--- src/rtl/pwm_capture.sv ---
`timescale 1ns/1ps
// pwm_capture: measures the period and high time of an asynchronous PWM
// input in clk cycles, one result per PWM cycle, and flags an input that
// stays static (high or low) for TIMEOUT cycles.
//
// Handshake: meas_valid is a one-cycle strobe with no back-pressure; period
// and h_time are valid in the cycle meas_valid is high and hold afterwards.
module pwm_capture #(
  parameter int unsigned CNT_W   = 16,
  parameter int unsigned TIMEOUT = 16'hFFFF
) (
  input  logic             clk,
  input  logic             n_reset,
  input  logic             en,
  input  logic             pwm_in,
  output logic [CNT_W-1:0] period,
  output logic [CNT_W-1:0] h_time,
  output logic             meas_valid,
  output logic             stuck_high,
  output logic             stuck_low
);

  localparam logic [CNT_W-1:0] CNT_MAX = '1;
  localparam logic [CNT_W-1:0] CNT_ONE = CNT_W'(1);
  localparam logic [CNT_W-1:0] TO_VAL  = CNT_W'(TIMEOUT);

  typedef enum logic [1:0] {
    ST_IDLE      = 2'd0,
    ST_WAIT_RISE = 2'd1,
    ST_MEASURE   = 2'd2
  } state_e;

  state_e           state_q, state_d;

  logic             s1_q, s1_d;
  logic             s2_q, s2_d;
  logic             s3_q, s3_d;
  logic [CNT_W-1:0] per_cnt_q, per_cnt_d;
  logic [CNT_W-1:0] hi_cnt_q, hi_cnt_d;
  logic [CNT_W-1:0] hi_lat_q, hi_lat_d;
  logic [CNT_W-1:0] period_q, period_d;
  logic [CNT_W-1:0] h_time_q, h_time_d;
  logic             meas_valid_q, meas_valid_d;
  logic             stuck_high_q, stuck_high_d;
  logic             stuck_low_q, stuck_low_d;

  logic             rise;
  logic             fall;
  logic             stuck_any;
  logic             timeout_hit;

  // FSM-derived controls for the datapath
  logic             take_meas;
  logic             take_timeout;
  logic             clr_cnt;
  logic             clr_stuck;

  // Counters stop at full scale rather than wrapping
  function automatic logic [CNT_W-1:0] sat_inc(input logic [CNT_W-1:0] v);
    return (v == CNT_MAX) ? v : v + CNT_ONE;
  endfunction

  assign rise        = s2_q & ~s3_q;
  assign fall        = ~s2_q & s3_q;
  assign stuck_any   = stuck_high_q | stuck_low_q;
  // A rise in the same cycle always wins over the timeout; once flagged,
  // the timeout stays quiet until a rise or en low clears the flags.
  assign timeout_hit = (state_q != ST_IDLE) && !rise && !stuck_any &&
                       (per_cnt_q >= TO_VAL);

  // State register
  always_ff @(posedge clk or negedge n_reset) begin
    if (!n_reset) begin
      state_q <= ST_IDLE;
    end else begin
      state_q <= state_d;
    end
  end

  // Next-state logic; en low returns to IDLE from any state
  always_comb begin
    state_d = state_q;
    if (!en) begin
      state_d = ST_IDLE;
    end else begin
      case (state_q)
        ST_IDLE:      state_d = ST_WAIT_RISE;
        ST_WAIT_RISE: if (rise) state_d = ST_MEASURE;
        ST_MEASURE: begin
          if (rise) begin
            state_d = ST_MEASURE;
          end else if (timeout_hit) begin
            state_d = ST_WAIT_RISE;
          end
        end
        default:      state_d = ST_IDLE;
      endcase
    end
  end

  // FSM outputs: which datapath action happens this cycle
  always_comb begin
    take_meas    = 1'b0;
    take_timeout = 1'b0;
    clr_cnt      = 1'b1;
    clr_stuck    = 1'b1;
    if (en) begin
      case (state_q)
        ST_IDLE: begin
          clr_cnt   = 1'b1;
          clr_stuck = 1'b1;
        end
        ST_WAIT_RISE: begin
          clr_cnt      = 1'b0;
          clr_stuck    = rise;
          take_timeout = timeout_hit;
        end
        ST_MEASURE: begin
          clr_cnt      = 1'b0;
          clr_stuck    = rise;
          take_meas    = rise;
          take_timeout = timeout_hit;
        end
        default: begin
          clr_cnt   = 1'b1;
          clr_stuck = 1'b1;
        end
      endcase
    end
  end

  // Datapath next values: synchronizer, counters, results and flags
  always_comb begin
    s1_d         = pwm_in;
    s2_d         = s1_q;
    s3_d         = s2_q;
    per_cnt_d    = per_cnt_q;
    hi_cnt_d     = hi_cnt_q;
    hi_lat_d     = hi_lat_q;
    period_d     = period_q;
    h_time_d     = h_time_q;
    meas_valid_d = 1'b0;
    stuck_high_d = stuck_high_q;
    stuck_low_d  = stuck_low_q;

    if (clr_cnt) begin
      per_cnt_d = '0;
      hi_cnt_d  = '0;
      hi_lat_d  = '0;
    end else begin
      if (rise) begin
        per_cnt_d = CNT_ONE;
        hi_cnt_d  = CNT_ONE;
      end else begin
        per_cnt_d = sat_inc(per_cnt_q);
        if (s2_q) begin
          hi_cnt_d = sat_inc(hi_cnt_q);
        end
      end
      if (fall) begin
        hi_lat_d = hi_cnt_q;
      end
    end

    if (take_meas) begin
      period_d     = per_cnt_q;
      // hi_lat can never legitimately exceed the period; clamp keeps the
      // h_time <= period guarantee unconditional.
      h_time_d     = (hi_lat_q > per_cnt_q) ? per_cnt_q : hi_lat_q;
      meas_valid_d = 1'b1;
    end else if (take_timeout) begin
      period_d     = '0;
      h_time_d     = '0;
      meas_valid_d = 1'b1;
      stuck_high_d = s2_q;
      stuck_low_d  = ~s2_q;
    end

    if (clr_stuck) begin
      stuck_high_d = 1'b0;
      stuck_low_d  = 1'b0;
    end
  end

  // Datapath registers
  always_ff @(posedge clk or negedge n_reset) begin
    if (!n_reset) begin
      s1_q         <= 1'b0;
      s2_q         <= 1'b0;
      s3_q         <= 1'b0;
      per_cnt_q    <= '0;
      hi_cnt_q     <= '0;
      hi_lat_q     <= '0;
      period_q     <= '0;
      h_time_q     <= '0;
      meas_valid_q <= 1'b0;
      stuck_high_q <= 1'b0;
      stuck_low_q  <= 1'b0;
    end else begin
      s1_q         <= s1_d;
      s2_q         <= s2_d;
      s3_q         <= s3_d;
      per_cnt_q    <= per_cnt_d;
      hi_cnt_q     <= hi_cnt_d;
      hi_lat_q     <= hi_lat_d;
      period_q     <= period_d;
      h_time_q     <= h_time_d;
      meas_valid_q <= meas_valid_d;
      stuck_high_q <= stuck_high_d;
      stuck_low_q  <= stuck_low_d;
    end
  end

  assign period     = period_q;
  assign h_time     = h_time_q;
  assign meas_valid = meas_valid_q;
  assign stuck_high = stuck_high_q;
  assign stuck_low  = stuck_low_q;

endmodule
--- config.mk ---
export PLATFORM = sky130hd
export DESIGN_NAME = pwm_capture
export DESIGN_NICKNAME = d
export VERILOG_FILES = /design/src/rtl/pwm_capture.sv
export SDC_FILE = /design/constraint.sdc
export NUM_CORES = 1
export LEC_CHECK = 0
export BUFFER_PORTS_ARGS = -buffer_cell sky130_fd_sc_hd__buf_4
export CORE_MARGIN = 5
export CORE_UTILIZATION = 30
export DETAILED_ROUTE_END_ITERATION = 12
export GPL_TIMING_DRIVEN = 0
export PLACE_DENSITY_LB_ADDON = 0.3
export SLEW_MARGIN = 10
export SYNTH_ARGS = -nofsm -noshare
export SYNTH_HDL_FRONTEND = slang
export SYNTH_SLANG_ARGS = --single-unit
--- constraint.sdc ---
create_clock -name clk -period 2.95 [get_ports clk]
set_clock_uncertainty 0.05 [all_clocks]
set_input_delay 0.59 -clock clk [delete_from_list [all_inputs] [get_ports clk]]
set_output_delay 0.59 -clock clk [all_outputs]
set_load 0.05 [all_outputs]
==> reports/results.tsv <==
metric	value	unit
status	finished clean	
cts_buffers	9	
period_minus_slack	2790	ps
drcViolationCount	0	
ys_async_sr_fraction	100	%
design_area	5140	um2
ys.flop_type	dfrtp_1	
p_switching	0.805	mW
cts_tree	built	
hp-class	input pin to asynchronous set/reset pin	
num_vias	3266	
final_layout_size_suffix_gt1_share	16.1	%
row_count	43	
via_per_inst	5.06	
grt.total_usage	13.5	%
path_clk_slew	70	ps
grt_pass1_vias	3333	
yosysTopAreaCell	dfrtp_1	
place_congestion	0.797	
ys_types	51	
htreeDepth	3	
finalSetupTns	0	ps
seqPwrFrac	44.8	%
crit_required	3120	ps
synth_top_area_share	51.3	%
power_leakage	2.23	nW
drt_iter0_markers	249	
ir_drop	0.263	mV
yosys_warnings	0	
initial_core_util	30.7	%
syn_avg_cell_area	10.4	um2
gr-total-overflow	0	
finalHoldWorstSlack	265	ps
ctsHoldBuffers	0	
drv_cap	0	
p_int	2.07	mW
flow.area_growth_from_synthesis	19.6	%
placement.cell_area	4810	um2
synth-edff-count	0	
critPathCaptureType	register	
cellPowerDensity	560	nW/um2
tightest_slew	788	ps
netlist_area	4300	um2
synthTopCellsByArea	dfrtp_1 (51%), ha_1 (6.4%), xnor2_1 (3.9%)	
cts_buffer_depth	2	
swShare	28.0	%
routed_wl	10700	um
hpwl	7800	um
die_w	130	um
critPathLaunchType	register	
n_antenna_cell	0	
comb_power_share	15.6	%
setup_violations	0	
die_h	130	um
io_pins	39	
clockRootBuffer	clkbuf_16	
hold_viol	0	
wl_per_cell	16.5	um
pwr-share-clk	39.6	%
critPathKind	register to register	
port_buffers	38	
worstPathArrival	2960	ps
grt_max_degree	89	
period_share	94.6	%
relSlewSlack	47.5	%
ys_seq_area_share	51.3	%
ant_nets	0	
dr.pass1.iters	4	
rsz0062_at_grt	no	
p_total	2.88	mW
clock_latency	340	ps
antenna_found_initial	0	
nNetsFinal	489	
stdcell_count	646	
grt_pass1_wl	17800	um
synth_nets	441	
slew_viol_final	0	
dpl.cell_count	633	
max_freq	358	MHz
die_area	16800	um2
cts.sinks	88	
synth_seq_cells	88	
core_area	14000	um2
worstPathMaxFanout	15	
postSynthCellCount	415	
==> cell type report <==
class	count	area [um2]
plain buffers	15	68.8
repair buffers	38	289
clock inverters	3	42.5
inverters	23	86.3
fillers	1417	8850
well taps	180	225
multi-input cells	288	1970
flip-flops and latches	88	2200
clock buffers	11	253
==> logic make-up (layout without fill, tap and decap cells) <==
logic type                 count (synthesis)  in the layout  synth area share, %
DFF                                       88             88                 51.3
muxes                                      3              3                0.728
adders and majority gates                 22             22                 6.41
xor gates and xnor gates                  19             19                 3.87
and+or+nand+nor                          152            152                 19.2
AOI/OAI and AO/OA                         92             92                 14.9
buffers and inverters                     39             90                 3.61
==> what timing repair did <==
action	in CTS	in global routing
endpoints found under the setup margin	13	15
endpoints found under the hold margin	0	0
resized for setup	5	5
buffers inserted	0	0
==> power groups by stage <==
stage                     registers [mW]  clock network, mW  logic [mW]
after floorplan                     1.33                  0       0.257
after global placement              1.31                  0       0.409
after detailed placement            1.31                  0       0.426
after CTS                           1.29               1.18       0.441
after global routing                1.30               1.22       0.497
final                               1.29               1.14       0.448
==> flip-flops by register name (all words and copies together), names as in the netlist, 2 cells and up <==
signal and flops:
h_time 16, hi_lat_q 16, hi_cnt_q 16, per_cnt_q 16, state_q 2, period 16
==> layout by cell type (no fill, tap or decap), types with 3 or more instances in the layout <==
cell type | synthesis | final
or2_2 | 3 | 3
dfrtp_1 | 88 | 88
a31oi_1 | 3 | 3
clkbuf_16 | 0 | 9
a21o_1 | 3 | 3
or3_2 | 3 | 3
a221o_1 | 14 | 14
nand2_1 | 34 | 34
nand4_1 | 9 | 9
or3_1 | 4 | 4
and2_0 | 15 | 15
nand2b_1 | 3 | 3
a22o_1 | 17 | 17
xnor2_1 | 19 | 19
ha_1 | 22 | 22
nor4_1 | 11 | 9
nand3_1 | 11 | 11
a21oi_1 | 19 | 19
inv_1 | 22 | 22
nor3_1 | 10 | 9
buf_4 | 0 | 37
clkbuf_1 | 13 | 11
nor2_1 | 29 | 29
o21ai_0 | 26 | 26
==> cells in the mapped netlist (3+ instances only) <==
master	n
a22o_1	17
xnor2_1	19
nand4_1	9
nand3_1	11
ha_1	22
o21ai_0	26
a21o_1	3
or3_2	3
dfrtp_1	88
nand2b_1	3
nor2_1	29
a221o_1	14
inv_1	22
a31oi_1	3
nor4_1	11
a21oi_1	19
and2_0	15
nor3_1	10
nand2_1	34
clkbuf_1	13
or2_2	3
or3_1	4
==> worst max-delay path: stages (launching register included) <==
cell,delay [ps]
dfrtp_1,440
inv_1,130
ha_1,310
nand4_1,280
a2111oi_2,500
nor4_2,160
o21a_2,360
a221o_2,420
==> routing by layer <==
layer  vias up  share of wire (%)  track usage [%]
met5         -                  0                0
met4         0                1.2             4.28
met3        11                5.0             2.72
met2        69                 47             21.0
met1      1595                 47             18.8
li1       1591                  -                -
==> stage by stage <==
stage | setup slack [ps] | utilization, %
floorplan | 498 | -
global placement | -503 | 34.4
detailed placement | -481 | 34.4
CTS | 86.7 | 36.6
global route | 6.51 | 36.7
finish | 159 | 36.7
==> worst paths after layout <==
| kind | from | endpoint | slack (ps) | depth (start not counted) |
|---|---|---|---|---|
| hold reg to reg | s1_q | s2_q | 300 | 0 |
| max in group asynchronous | n_reset | period[2] | 2060 | 1 |
| setup reg to reg | per_cnt_q[13] | h_time[5] | 160 | 7 |
| hold / removal | n_reset | hi_cnt_q[9] | 270 | 1 |
| min in group clk | s1_q | s2_q | 300 | 0 |
| setup / recovery | per_cnt_q[13] | h_time[5] | 160 | 7 |
Note: power is estimated with default switching activity, not from simulation.
